<file path="src/rtl/led_pkg.sv">
// Shared register offsets, response codes, FSM state types and the byte-strobe merge helper
// for the AXI-Lite LED controller.
package led_pkg;

    localparam logic [7:0] OFF_LED_VAL    = 8'h00;
    localparam logic [7:0] OFF_LED_MODE   = 8'h04;
    localparam logic [7:0] OFF_BLINK_HALF = 8'h08;
    localparam logic [7:0] OFF_PWM_DUTY   = 8'h0C;
    localparam logic [7:0] OFF_STATUS     = 8'h10;

    localparam logic [1:0] RESP_OKAY   = 2'b00;
    localparam logic [1:0] RESP_SLVERR = 2'b10;

    typedef enum logic [1:0] {
        StWAddr,
        StWData,
        StWResp
    } wr_state_e;

    typedef enum logic {
        StRAddr,
        StRData
    } rd_state_e;

    function automatic logic [31:0] apply_strb(input logic [31:0] cur,
                                               input logic [31:0] wdata,
                                               input logic [3:0]  strb);
        logic [31:0] res;
        res = cur;
        for (int k = 0; k < 4; k++) begin
            if (strb[k]) res[8*k +: 8] = wdata[8*k +: 8];
        end
        return res;
    endfunction

endpackage

</file>
<file path="src/rtl/AXI_LITE.sv">
// 32-bit AXI-Lite bundle carrying its own clock and synchronous active-low reset.
interface AXI_LITE;

    logic        aclk;
    logic        aresetn;
    logic [31:0] awaddr;
    logic        awvalid;
    logic        awready;
    logic [31:0] wdata;
    logic [3:0]  wstrb;
    logic        wvalid;
    logic        wready;
    logic [1:0]  bresp;
    logic        bvalid;
    logic        bready;
    logic [31:0] araddr;
    logic        arvalid;
    logic        arready;
    logic [31:0] rdata;
    logic [1:0]  rresp;
    logic        rvalid;
    logic        rready;

    modport master (
        input  aclk, aresetn,
        output awaddr, awvalid, wdata, wstrb, wvalid, bready, araddr, arvalid, rready,
        input  awready, wready, bresp, bvalid, arready, rdata, rresp, rvalid
    );

    modport slave (
        input  aclk, aresetn,
        input  awaddr, awvalid, wdata, wstrb, wvalid, bready, araddr, arvalid, rready,
        output awready, wready, bresp, bvalid, arready, rdata, rresp, rvalid
    );

endinterface

</file>
<file path="src/rtl/led_fx_gen.sv">
// Blink timer, free-running PWM counter and the registered LED drive.
module led_fx_gen #(
    parameter int unsigned NUM_LEDS = 8,
    parameter int unsigned PWM_BITS = 8
) (
    input  logic                clk_i,
    input  logic                rst_ni,
    input  logic [NUM_LEDS-1:0] led_val_i,
    input  logic [NUM_LEDS-1:0] led_mode_i,
    input  logic [31:0]         blink_half_i,
    input  logic [PWM_BITS:0]   pwm_duty_i,
    input  logic                restart_i,
    output logic [NUM_LEDS-1:0] led_o,
    output logic                phase_o
);

    logic [31:0]         blink_cnt_q, blink_cnt_d;
    logic                phase_q, phase_d;
    logic [PWM_BITS-1:0] pwm_cnt_q, pwm_cnt_d;
    logic [NUM_LEDS-1:0] led_q, led_d;
    logic                blink_stop, phase_eff, pwm_on;

    always_comb begin
        blink_stop  = (blink_half_i == '0);
        blink_cnt_d = blink_cnt_q + 32'd1;
        phase_d     = phase_q;
        if (restart_i) begin
            blink_cnt_d = '0;
            phase_d     = 1'b1;
        end else if (blink_stop) begin
            blink_cnt_d = blink_cnt_q;
        end else if (blink_cnt_q == blink_half_i) begin
            blink_cnt_d = '0;
            phase_d     = ~phase_q;
        end
    end

    // A stopped timer shows blink-mode LEDs as steady on; the phase register itself is left alone.
    always_comb begin
        pwm_cnt_d = pwm_cnt_q + PWM_BITS'(1);
        pwm_on    = (pwm_duty_i > {1'b0, pwm_cnt_q});
        phase_eff = phase_q | blink_stop;
        led_d     = pwm_on ? (led_val_i & (~led_mode_i | {NUM_LEDS{phase_eff}})) : '0;
    end

    always_ff @(posedge clk_i) begin
        if (!rst_ni) begin
            blink_cnt_q <= '0;
            phase_q     <= 1'b0;
            pwm_cnt_q   <= '0;
            led_q       <= '0;
        end else begin
            blink_cnt_q <= blink_cnt_d;
            phase_q     <= phase_d;
            pwm_cnt_q   <= pwm_cnt_d;
            led_q       <= led_d;
        end
    end

    assign led_o   = led_q;
    assign phase_o = phase_q;

endmodule

</file>
<file path="src/rtl/led_pwm_ctrl.sv">
// AXI-Lite LED controller: independent write/read FSMs, register file and the effects generator.
module led_pwm_ctrl
    import led_pkg::*;
#(
    parameter int unsigned NUM_LEDS  = 8,
    parameter int unsigned PWM_BITS  = 8,
    parameter logic [31:0] BASE_ADDR = 32'h0000_0100
) (
    AXI_LITE.slave              axi,
    output logic [NUM_LEDS-1:0] led
);

    wr_state_e wr_state_q, wr_state_d;
    rd_state_e rd_state_q, rd_state_d;

    logic [31:2]         awaddr_q, awaddr_d;
    logic [1:0]          bresp_q, bresp_d;
    logic [31:0]         rdata_q, rdata_d;
    logic [1:0]          rresp_q, rresp_d;
    logic [NUM_LEDS-1:0] led_val_q, led_val_d;
    logic [NUM_LEDS-1:0] led_mode_q, led_mode_d;
    logic [31:0]         blink_half_q, blink_half_d;
    logic [PWM_BITS:0]   pwm_duty_q, pwm_duty_d;

    logic        aw_fire, w_fire, ar_fire;
    logic        wr_hit, wr_map, wr_ok, rd_hit, rd_map;
    logic [7:0]  wr_off, rd_off;
    logic [31:0] wr_cur, wr_new, rd_word;
    logic        blink_restart, blink_phase;
    logic        unused_addr_lsbs;

    assign unused_addr_lsbs = ^{axi.awaddr[1:0], axi.araddr[1:0]};

    // Write FSM
    always_comb begin
        wr_state_d = wr_state_q;
        unique case (wr_state_q)
            StWAddr: if (axi.awvalid) wr_state_d = StWData;
            StWData: if (axi.wvalid)  wr_state_d = StWResp;
            StWResp: if (axi.bready)  wr_state_d = StWAddr;
            default: wr_state_d = StWAddr;
        endcase
    end

    // Read FSM
    always_comb begin
        rd_state_d = rd_state_q;
        unique case (rd_state_q)
            StRAddr: if (axi.arvalid) rd_state_d = StRData;
            StRData: if (axi.rready)  rd_state_d = StRAddr;
            default: rd_state_d = StRAddr;
        endcase
    end

    always_comb begin
        axi.awready = (wr_state_q == StWAddr);
        axi.wready  = (wr_state_q == StWData);
        axi.bvalid  = (wr_state_q == StWResp);
        axi.bresp   = bresp_q;
        axi.arready = (rd_state_q == StRAddr);
        axi.rvalid  = (rd_state_q == StRData);
        axi.rdata   = rdata_q;
        axi.rresp   = rresp_q;
    end

    assign aw_fire = (wr_state_q == StWAddr) && axi.awvalid;
    assign w_fire  = (wr_state_q == StWData) && axi.wvalid;
    assign ar_fire = (rd_state_q == StRAddr) && axi.arvalid;

    // Write decode: current contents of the addressed RW register, merged with the strobed bytes.
    always_comb begin
        wr_hit = (awaddr_q[31:8] == BASE_ADDR[31:8]);
        wr_off = {awaddr_q[7:2], 2'b00};
        wr_cur = '0;
        wr_map = 1'b1;
        case (wr_off)
            OFF_LED_VAL:    wr_cur = 32'(led_val_q);
            OFF_LED_MODE:   wr_cur = 32'(led_mode_q);
            OFF_BLINK_HALF: wr_cur = blink_half_q;
            OFF_PWM_DUTY:   wr_cur = 32'(pwm_duty_q);
            default:        wr_map = 1'b0;
        endcase
        wr_ok  = wr_hit && wr_map;
        wr_new = apply_strb(wr_cur, axi.wdata, axi.wstrb);
    end

    always_comb begin
        rd_hit  = (axi.araddr[31:8] == BASE_ADDR[31:8]);
        rd_off  = {axi.araddr[7:2], 2'b00};
        rd_word = '0;
        rd_map  = 1'b1;
        case (rd_off)
            OFF_LED_VAL:    rd_word = 32'(led_val_q);
            OFF_LED_MODE:   rd_word = 32'(led_mode_q);
            OFF_BLINK_HALF: rd_word = blink_half_q;
            OFF_PWM_DUTY:   rd_word = 32'(pwm_duty_q);
            OFF_STATUS:     rd_word = {19'd0, 4'(PWM_BITS - 4), blink_phase, 8'(NUM_LEDS)};
            default:        rd_map  = 1'b0;
        endcase
    end

    always_comb begin
        awaddr_d      = awaddr_q;
        bresp_d       = bresp_q;
        rdata_d       = rdata_q;
        rresp_d       = rresp_q;
        led_val_d     = led_val_q;
        led_mode_d    = led_mode_q;
        blink_half_d  = blink_half_q;
        pwm_duty_d    = pwm_duty_q;
        blink_restart = 1'b0;
        if (aw_fire) awaddr_d = axi.awaddr[31:2];
        if (w_fire) begin
            bresp_d = wr_ok ? RESP_OKAY : RESP_SLVERR;
            if (wr_ok) begin
                case (wr_off)
                    OFF_LED_VAL:    led_val_d  = wr_new[NUM_LEDS-1:0];
                    OFF_LED_MODE:   led_mode_d = wr_new[NUM_LEDS-1:0];
                    OFF_BLINK_HALF: begin
                        blink_half_d  = wr_new;
                        blink_restart = 1'b1;
                    end
                    OFF_PWM_DUTY:   pwm_duty_d = wr_new[PWM_BITS:0];
                    default:        ;
                endcase
            end
        end
        // Sampled from pre-write register values, so a coincident write is not visible.
        if (ar_fire) begin
            rdata_d = (rd_hit && rd_map) ? rd_word : '0;
            rresp_d = (rd_hit && rd_map) ? RESP_OKAY : RESP_SLVERR;
        end
    end

    always_ff @(posedge axi.aclk) begin
        if (!axi.aresetn) begin
            wr_state_q   <= StWAddr;
            rd_state_q   <= StRAddr;
            awaddr_q     <= '0;
            bresp_q      <= RESP_OKAY;
            rdata_q      <= '0;
            rresp_q      <= RESP_OKAY;
            led_val_q    <= '0;
            led_mode_q   <= '0;
            blink_half_q <= '0;
            pwm_duty_q   <= {1'b1, {PWM_BITS{1'b0}}};
        end else begin
            wr_state_q   <= wr_state_d;
            rd_state_q   <= rd_state_d;
            awaddr_q     <= awaddr_d;
            bresp_q      <= bresp_d;
            rdata_q      <= rdata_d;
            rresp_q      <= rresp_d;
            led_val_q    <= led_val_d;
            led_mode_q   <= led_mode_d;
            blink_half_q <= blink_half_d;
            pwm_duty_q   <= pwm_duty_d;
        end
    end

    led_fx_gen #(
        .NUM_LEDS (NUM_LEDS),
        .PWM_BITS (PWM_BITS)
    ) u_fx_gen (
        .clk_i        (axi.aclk),
        .rst_ni       (axi.aresetn),
        .led_val_i    (led_val_q),
        .led_mode_i   (led_mode_q),
        .blink_half_i (blink_half_q),
        .pwm_duty_i   (pwm_duty_q),
        .restart_i    (blink_restart),
        .led_o        (led),
        .phase_o      (blink_phase)
    );

endmodule
</file>
<file path="src/flat_wrapper.sv">
// flat-port wrapper written by rule: the top's interface ports become plain ports
module led_pwm_ctrl_flat import led_pkg::*;
#(
    parameter int unsigned NUM_LEDS  = 8,
    parameter int unsigned PWM_BITS  = 8,
    parameter logic [31:0] BASE_ADDR = 32'h0000_0100
)
  (led, axi_aclk, axi_aresetn, axi_awaddr, axi_awvalid, axi_wdata, axi_wstrb, axi_wvalid, axi_bready, axi_araddr, axi_arvalid, axi_rready, axi_awready, axi_wready, axi_bresp, axi_bvalid, axi_arready, axi_rdata, axi_rresp, axi_rvalid);
  AXI_LITE axi_i ();
  output logic [NUM_LEDS-1:0] led;
  input wire logic [$bits(axi_i.aclk)-1:0] axi_aclk;
  input wire logic [$bits(axi_i.aresetn)-1:0] axi_aresetn;
  input wire logic [$bits(axi_i.awaddr)-1:0] axi_awaddr;
  input wire logic [$bits(axi_i.awvalid)-1:0] axi_awvalid;
  input wire logic [$bits(axi_i.wdata)-1:0] axi_wdata;
  input wire logic [$bits(axi_i.wstrb)-1:0] axi_wstrb;
  input wire logic [$bits(axi_i.wvalid)-1:0] axi_wvalid;
  input wire logic [$bits(axi_i.bready)-1:0] axi_bready;
  input wire logic [$bits(axi_i.araddr)-1:0] axi_araddr;
  input wire logic [$bits(axi_i.arvalid)-1:0] axi_arvalid;
  input wire logic [$bits(axi_i.rready)-1:0] axi_rready;
  output wire logic [$bits(axi_i.awready)-1:0] axi_awready;
  output wire logic [$bits(axi_i.wready)-1:0] axi_wready;
  output wire logic [$bits(axi_i.bresp)-1:0] axi_bresp;
  output wire logic [$bits(axi_i.bvalid)-1:0] axi_bvalid;
  output wire logic [$bits(axi_i.arready)-1:0] axi_arready;
  output wire logic [$bits(axi_i.rdata)-1:0] axi_rdata;
  output wire logic [$bits(axi_i.rresp)-1:0] axi_rresp;
  output wire logic [$bits(axi_i.rvalid)-1:0] axi_rvalid;
  assign axi_i.aclk = axi_aclk;
  assign axi_i.aresetn = axi_aresetn;
  assign axi_i.awaddr = axi_awaddr;
  assign axi_i.awvalid = axi_awvalid;
  assign axi_i.wdata = axi_wdata;
  assign axi_i.wstrb = axi_wstrb;
  assign axi_i.wvalid = axi_wvalid;
  assign axi_i.bready = axi_bready;
  assign axi_i.araddr = axi_araddr;
  assign axi_i.arvalid = axi_arvalid;
  assign axi_i.rready = axi_rready;
  assign axi_awready = axi_i.awready;
  assign axi_wready = axi_i.wready;
  assign axi_bresp = axi_i.bresp;
  assign axi_bvalid = axi_i.bvalid;
  assign axi_arready = axi_i.arready;
  assign axi_rdata = axi_i.rdata;
  assign axi_rresp = axi_i.rresp;
  assign axi_rvalid = axi_i.rvalid;
  led_pwm_ctrl #(.NUM_LEDS(NUM_LEDS), .PWM_BITS(PWM_BITS), .BASE_ADDR(BASE_ADDR)) u_core (.axi(axi_i), .led(led));
endmodule
</file>
<file path="config.mk">
export PLATFORM = sky130hd
export DESIGN_NAME = led_pwm_ctrl_flat
export DESIGN_NICKNAME = d
export VERILOG_FILES = /design/src/rtl/led_pkg.sv /design/src/rtl/AXI_LITE.sv /design/src/rtl/led_fx_gen.sv /design/src/rtl/led_pwm_ctrl.sv /design/src/flat_wrapper.sv
export SDC_FILE = /design/constraint.sdc
export NUM_CORES = 1
export LEC_CHECK = 0
export ABC_CLOCK_PERIOD_IN_PS = 4200
export BUFFER_PORTS_ARGS = -buffer_cell sky130_fd_sc_hd__buf_2
export CAP_MARGIN = 20
export CORE_UTILIZATION = 34
export CTS_BUF_LIST = sky130_fd_sc_hd__clkbuf_2
export DETAILED_ROUTE_END_ITERATION = 8
export PLACE_DENSITY = 0.53
export SYNTH_ARGS = -nofsm -noshare
export SYNTH_HDL_FRONTEND = slang
export SYNTH_SLANG_ARGS = --single-unit
export TNS_END_PERCENT = 100
</file>
<file path="constraint.sdc">
create_clock -name axi_aclk -period 4.2 [get_ports axi_aclk]
set_clock_uncertainty 0.15 [all_clocks]
set_input_delay 0.63 -clock axi_aclk [delete_from_list [all_inputs] [get_ports axi_aclk]]
set_output_delay 0.63 -clock axi_aclk [all_outputs]
set_load 0.01 [all_outputs]
</file>
==> results of run 1 <==
## cell usage in the layout, fill, tap and decap left out, types with 27 or more instances in the layout
cell type	count
xnor2_1	47
mux2i_1	28
a211oi_1	27
dfxtp_1	173
a22oi_1	40
dlygate4sd3_1	59
nor2_1	125
a21oi_1	50
nand2_1	99
buf_2	149
## sequential cells by signal, indices dropped and copies added (netlist names)
signal / cells
u_core.awaddr_q: 30
u_core.axi.bresp: 1
u_core.axi.rdata: 32
u_core.axi.rresp: 1
u_core.axi.rvalid: 1
u_core.blink_half_q: 32
u_core.led_mode_q: 8
u_core.led_val_q: 8
u_core.pwm_duty_q: 9
u_core.u_fx_gen.blink_cnt_q: 32
u_core.u_fx_gen.led_o: 8
u_core.u_fx_gen.phase_o: 1
u_core.u_fx_gen.pwm_cnt_q: 8
u_core.wr_state_q: 2
## worst max-delay path: cells and delay by family (launching register included)
family	cells	cell delay, ps
AND/OR/NAND/NOR	5	1600
flip-flops	1	390
buffers and inverters	1	550
multiplexers	1	260
## worst max-delay path by stage
stage | end | slack, ps | cells after the start
3_3_place_gp | u_core.blink_half_q[23]$_SDFFE_PN0P_ | 1380 | 7
2_1_floorplan | u_core.axi.rdata[5]$_SDFFE_PN0P_ | 1950 | 5
4_1_cts | u_core.pwm_duty_q[8]$_SDFFE_PN1P_ | 1150 | 7
5_1_grt | u_core.pwm_duty_q[8]$_SDFFE_PN1P_ | 970 | 7
6_report | u_core.pwm_duty_q[8]$_SDFFE_PN1P_ | 1170 | 7
3_5_place_dp | u_core.blink_half_q[23]$_SDFFE_PN0P_ | 1330 | 7
## cells by family after synthesis
logic type                 Yosys count  synth area share, %
AOI/OAI and AO/OA                  145                 12.3
adders and majority gates           10                 1.65
other                                1               0.0495
muxes                               43                 8.16
xor gates and xnor gates            60                 6.93
DFF                                173                 45.7
and+or+nand+nor                    346                 21.6
buffers and inverters               64                 3.53
## routing by layer
layer  share of wire (%)  up-vias  track usage [%]
met4                 1.0        0             4.40
met2                  42      182             27.1
li1                    -     3336                -
met5                   0        -                0
met1                  51     3101             26.5
met3                 5.6       16             4.16
## report_power, final
part / total, mW / switching (mW) / internal [mW]
Clock: 0.859 / 0.666 / 0.193
Combinational: 0.245 / 0.129 / 0.116
Sequential: 1.69 / 0.0214 / 1.67
Total: 2.80 / 0.816 / 1.98
## metrics by stage
stage / hold slack, ps / std cells
6_report: 97.7 / 1321
2_1_floorplan: 280 / 843
3_5_place_dp: 296 / 1229
4_1_cts: 27.3 / 1320
5_1_grt: 70.3 / 1321
3_3_place_gp: 294 / 1229
## final cells by class
cell class	instances	area, sq um
tap	280	350
sequential	173	3460
clock buffer	17	85.1
antenna	1	2.50
inverter	15	58.8
fill	2235	12500
timing repair buffer	214	1380
clock inverter	15	140
multi-input combinational	606	3860
==> metrics.txt, run 1 <==
yosys warns=0; CTS resizes=0; share of cells above drive strength 1=20.4%; top cells by count, synth=173 x dfxtp_1, 125 x nor2_1, 99 x nand2_1; final hold violations=0; first-pass detailed-route iteration total=5; vias in the first global route=6063; R2R setup slack=1170 ps; highest clock rate=330 MHz; GRT overflow=0; cell taking the most area after synthesis=dfxtp_1; post-place setup slack=1330 ps; iteration-0 DRC count of the detailed router=301; Hold Crit Start=axi_wdata[8]; DP Wirelength=14.3 mm; pin count of the biggest net entering global routing=83; hold endpoint=u_core.blink_half_q[8]$_SDFFE_PN0P_; Yosys top cell area share=between 40 and 50%; Crit path largest cell delay=roughly 650 ps; Synth Area per Inst=9.00 sq um; RSZ-0062 raised after global routing=no; total wire length=20.5 mm; worst-case clock buffer depth=2; Avg Vias per Cell=5.02; number of flops mapped to enable cells by yosys=0; period utilisation layout=a little over 70%; CTS clk-pin slew, worst paths=310 ps; H-tree depth=4; max-slew violations=0; I/O pin total=156; die height=151 microns; synthesized instance count=between 800 and 900; Die Area=22900 sq um; later-pin clock latency in the skew report=just under 800 ps; max_cap viols=0; final setup fails=0; placer's final routability congestion estimate=0.806; most frequent cell after synthesis=dfxtp_1; total global-route track usage=between 10% and 20%; synth-to-layout area growth=23.3%; PortBufs=149; Worst Path Class, Setup=register to register; synth top area cells=dfxtp_1 46%, nor2_1 6.2%, xnor2_1 5.4%, nand2_1 4.9%, mux4_2 4.5%; Final nets=1144; Worst EP arrival=about 3600 ps; worst-path cell chain=nor4_1, nand4_1, nor2_1, and4_1, mux2i_1, nand2_1, dlygate4sd3_1; CTS Root Cell=clkbuf_2; fin crit period=3030 ps; Core Util, Final=42.8%; Setup crit start=u_core.awaddr_q[22]$_SDFFE_PN0P_; status=finished clean; global-route wire length before repair=32.0 mm; maximum VDD drop=0.187 mV; Synth Flop Type=dfxtp_1; Starting Density=34.7%; FF-to-FF End=u_core.pwm_duty_q[8]$_SDFFE_PN1P_; core box area=21800 sq um; Crit Path Max Fanout=17; initial antenna violation count=1; Num CTS Buffers=17; die width=151 microns; Tot Pwr=approximately 2.8 mW; slew margin rel.=31.9%; reg2reg start=u_core.awaddr_q[22]$_SDFFE_PN0P_; worst reg2reg path depth=7; mapped cell area=7580 sq um; number of synthesized register bits=173; hold depth=5; post-synth cell types=51; P_leak=about 3.7 nW; post-cts hold buffer count=59; post-placement cell area=roughly 8500 sq um; Routed WL per cell=15.5 microns; num rows=54; Via Count=around 6600; nature of the critical path startpoint=register; Hold WC Path Type=input port to register; final instance area=9340 sq um; Least-Margin Pin Slew=around 1000 ps; clock sink count=173; Critical-path top delay cell=and4_1; CTS tree=done; Post CTS Setup Buffer Count=0; Power Density=300 nW/um^2; Worst EP required=4750 ps; final setup margin=1170 ps; crit end category=register; fraction of registers with async set/reset=0%; setup TNS=0 ps; DRC viols=0; final antenna-violating net count=0; sequential area share after synthesis=45.7%
(Power assumes the default switching activity.)
==> inputs of run 2 (changes only) <==
Settings changed: ABC_CLOCK_PERIOD_IN_PS 4200 to 3100.
Clock period 4.2 ns to 3.1 ns, I/O delays scaled along.
==> run 2 against run 1 <==
Against the previous run: setup slack worse by 850 ps; critical path type unchanged; largest cell class unchanged; clock-buffer cell count up 1; power up 45%; critical path depth unchanged; global-route usage up 0.33 points; largest power group unchanged; maximum frequency up 9.1%; combinational power up 50%.
==> metrics.txt, run 2 (synthesized netlist as in run 1, its figures left out) <==
H-tree depth=4; PortBufs=around 150; final antenna-violating net count=0; first-pass detailed-route iteration total=4; most common cell after layout, fill and taps aside=dfxtp_1; crit end category=register; Die Area=22900 sq um; Num CTS Buffers=17; maximum VDD drop=approximately 0.27 mV; Setup crit start=u_core.awaddr_q[26]$_SDFFE_PN0P_; final hold violations=0; period utilisation layout=89.5%; Avg Vias per Cell=4.96; placer's final routability congestion estimate=0.785; area occupied by multi-input gates=3860 sq um; Via Count=6683; nature of the critical path startpoint=register; reg2reg start=u_core.awaddr_q[26]$_SDFFE_PN0P_; global-route wire length before repair=32.9 mm; Least-Margin Pin Slew=856 ps; num rows=54; iteration-0 DRC count of the detailed router=371; Worst Path Class, Setup=register to register; total wire length=20.7 mm; CTS Root Cell=clkbuf_2; P_leak=3.89 nW; setup TNS=0 ps; DP Wirelength=between 10 and 15 mm; Worst EP required=3580 ps; Worst EP arrival=3250 ps; pin count of the biggest net entering global routing=130; Starting Density=a little over a third; fin crit period=around 2800 ps; final setup fails=0; WHS=between 60 and 70 ps; Final nets=1170; fillers=roughly 2200; max-slew violations=0; vias in the first global route=6337; initial antenna violation count=1; clock sink count=173; max_cap viols=0; Hold Crit Start=axi_wdata[3]; slew margin rel.=42.9%; Routed WL per cell=approximately 15 microns; die height=151 microns; worst-case clock buffer depth=2; Reg area=3460 sq um; synth-to-layout area growth=27.6%; die width=151 microns; CTS clk-pin slew, worst paths=300 ps; RSZ-0062 raised after global routing=no; most frequent cells in the layout=173 x dfxtp_1, 149 x buf_2, 125 x nor2_1; DRC viols=0; Hold WC Path Type=input port to register; core box area=approximately 22000 sq um; Crit Path Max Fanout=17; share of cells above drive strength 1=20.4%; Power Density=419 nW/um^2; I/O pin total=156; status=finished clean; later-pin clock latency in the skew report=760 ps; GRT overflow=0; total global-route track usage=18.6%; CTS tree=done; highest clock rate=361 MHz
==> run 2: changes by cell type in the layout (fill, tap and decap cells not counted), sizes merged <==
cell,before,now
inv,26,21
dlygate4sd3,59,80
bufinv,0,4
clkbuf,17,18
clkinv,4,2
clkinvlp,0,2
buf,155,160
==> run 2: final cells by class <==
cell class                 instances  share of cell area, %
antenna                            1                 0.0259
clock buffer                      18                  0.931
clock inverter                    14                   2.10
inverter                          15                  0.608
multi-input combinational        606                   39.9
sequential                       173                   35.8
tap                              280                   3.62
timing repair buffer             240                   17.0
==> run 2: stage by stage <==
step / total power [mW] / worst slack (ps) / util, % / instance area [sq um] / instances
after floorplan: 2.49 / 1020 / - / 7580 / 843
after CTS: 4.10 / 49.3 / 44.2 / 9660 / 1345
after global placement: 2.62 / 584 / 39.3 / 8570 / 1234
final: 4.05 / 326 / 44.3 / 9670 / 1347
after global routing: 4.24 / 44.5 / 44.3 / 9670 / 1347
after detailed placement: 2.62 / 572 / 39.3 / 8570 / 1234
==> run 2: critical path: stages, from the launching register on <==
cell,delay (ps)
dfxtp_1,390
nor4_1,360
nand4_1,260
nor2_1,280
and4_4,390
mux2i_1,210
nand2_1,60
dlygate4sd3_1,550
==> run 2: what timing repair did <==
item,CTS,global route
resized for setup,0,2
hold buffers,79,1
hold endpoints to repair,77,1
setup buffers,0,0
setup endpoints to repair,0,1
==> run 2: routing by layer <==
metal  global-route usage [%]  wire [microns]  vias to the layer above
met1                     25.5           10100                     3110
li1                         -               -                     3386
met2                     29.5            9200                      174
met3                     3.86            1240                       13
met5                        0               0                        -
met4                     4.70             178                        0
==> run 2: path summary, 6_finish.rpt <==
| path | end | slack [ps] | cells past startpoint |
|---|---|---|---|
| worst max register to register | u_core.pwm_duty_q[8]$_SDFFE_PN1P_ | 330 | 7 |
| worst min register to register | u_core.axi.rdata[3]$_SDFFE_PN0P_ | 320 | 2 |
| worst min-delay path | u_core.blink_half_q[3]$_SDFFE_PN0P_ | 60 | 3 |
| worst max-delay path | u_core.pwm_duty_q[8]$_SDFFE_PN1P_ | 330 | 7 |
==> run 2: where the power goes <==
group	switching (mW)	internal [mW]
Combinational	0.185	0.184
Sequential	0.0260	2.27
Clock	0.843	0.551
==> inputs of run 3 (changes only) <==
Settings changed: CELL_PAD_IN_SITES_DETAIL_PLACEMENT from default to 0, CELL_PAD_IN_SITES_GLOBAL_PLACEMENT from default to 1, PLACE_DENSITY 0.53 to 0.67.
==> run 3 against run 2 <==
Against the previous run: register-to-register slack worse by 40 ps; first-iteration DRC count down 3.0%; clock power down 18%; clock-buffer cell count unchanged; critical path depth up 1; cell area down 0.40%; core utilization down 0.18 points; wire length down 0.55%; critical path type unchanged; cell count up 0.45%.
==> metrics.txt, run 3 (synthesized netlist as in run 1, its figures left out) <==
clock sink count=173; vias in the first global route=6345; Worst Path Class, Setup=register to register; Post CTS Setup Buffer Count=0; final antenna-violating net count=0; CTS resizes=0; CTS clk-pin slew, worst paths=290 ps; Die Area=22900 sq um; Starting Density=roughly a third; H-tree depth=4; num rows=54; post-place setup slack=around 610 ps; final hold violations=0; Least-Margin Pin Slew=856 ps; nature of the critical path startpoint=register; setup TNS=0 ps; PortBufs=149; Avg Vias per Cell=approximately 4.9; Power Density=394 nW/um^2; initial antenna violation count=3; I/O pin total=156; most frequent cells in the layout=173 x dfxtp_1, 149 x buf_2, 125 x nor2_1; RSZ-0062 raised after global routing=no; core box area=21800 sq um; Core Util, Final=between 40% and 50%; placer's final routability congestion estimate=0.762; GRT overflow=0; Hold WC Path Type=input port to register; WHS=45.6 ps; CTS Root Cell=clkbuf_2; die height=around 150 microns; crit end category=register; share of cells above drive strength 1=20.4%; highest clock rate=355 MHz; Routed WL per cell=15.2 microns; period utilisation layout=90.8%; total global-route track usage=18.6%; CTS tree=done; placed cells=1236; Final Non-Filler Cells=1353; final setup fails=0; DP Wirelength=14.5 mm; Final nets=about 1200; DRC viols=0; slew margin rel.=between 40% and 50%; worst-case clock buffer depth=2; max-slew violations=0; global-route wire length before repair=33.1 mm; R2R setup slack=approximately 280 ps; post-placement cell area=8580 sq um; first-pass detailed-route iteration total=4; status=finished clean; final setup margin=284 ps; worst reg2reg path depth=8; iteration-0 DRC count of the detailed router=360; total wire length=20.6 mm; hold depth=3; most common cell after layout, fill and taps aside=dfxtp_1; synth-to-layout area growth=27.1%; P_leak=3.87 nW; Tot Pwr=3.79 mW; later-pin clock latency in the skew report=760 ps; Worst EP required=3620 ps; final instance area=9630 sq um; Num CTS Buffers=17; Via Count=~6700; fin crit period=2820 ps; Crit Path Max Fanout=17; maximum VDD drop=0.255 mV; pin count of the biggest net entering global routing=68; Worst EP arrival=about 3300 ps; die width=151 microns; max_cap viols=0
[run 3: cell count changes in the layout (fill, tap and decap cells not counted), sizes merged]
cell         previous run  this run
bufinv                  4         0
dlygate4sd3            80        83
inv                    21        22
clkinvlp                2         4
buf                   160       162
diode                   1         2
clkinv                  2         3
[run 3: final cells by class]
| type | instances | area (sq um) |
|---|---|---|
| clock buffers | 18 | 90.1 |
| clock inverters | 14 | 131 |
| fillers | 2227 | 12200 |
| multi-input cells | 606 | 3860 |
| well taps | 280 | 350 |
| inverters | 15 | 58.8 |
| repair buffers | 245 | 1670 |
| flip-flops and latches | 173 | 3460 |
| diodes | 2 | 5.00 |
[run 3: worst paths after layout]
path	end	startpoint
min reg2reg	u_core.axi.rdata[3]$_SDFFE_PN0P_	u_core.axi.rdata[3]$_SDFFE_PN0P_
max reg2reg	u_core.pwm_duty_q[8]$_SDFFE_PN1P_	u_core.awaddr_q[22]$_SDFFE_PN0P_
min	u_core.pwm_duty_q[2]$_SDFFE_PN0P_	axi_wdata[2]
max	u_core.pwm_duty_q[8]$_SDFFE_PN1P_	u_core.awaddr_q[22]$_SDFFE_PN0P_
[run 3: report_power, final]
part	switching [mW]	internal, mW	total (mW)	leakage (nW)
Combinational	0.177	0.183	0.360	2.34
Sequential	0.0295	2.27	2.30	1.40
Clock	0.890	0.249	1.14	0.128
[run 3: worst max-delay path: stages, from the launching register on]
cell	delay (ps)
dfxtp_1	380
nor4_1	370
nand4_1	270
nor2_1	290
and4_1	220
buf_4	230
mux2i_1	210
nand2_1	60
dlygate4sd3_1	550
[run 3: repair_timing]
item / in CTS / in global routing
hold buffers: 83 / 0
endpoints found under the hold margin: 80 / 0
setup endpoints to repair: 0 / 0
[run 3: metal layers]
layer / vias up / wire length (microns) / global-route usage [%]
met5: - / 10 / 0
met4: 2 / 208 / 4.50
met3: 16 / 1080 / 3.95
met2: 169 / 8970 / 29.0
met1: 3100 / 10300 / 26.1
li1: 3406 / - / -
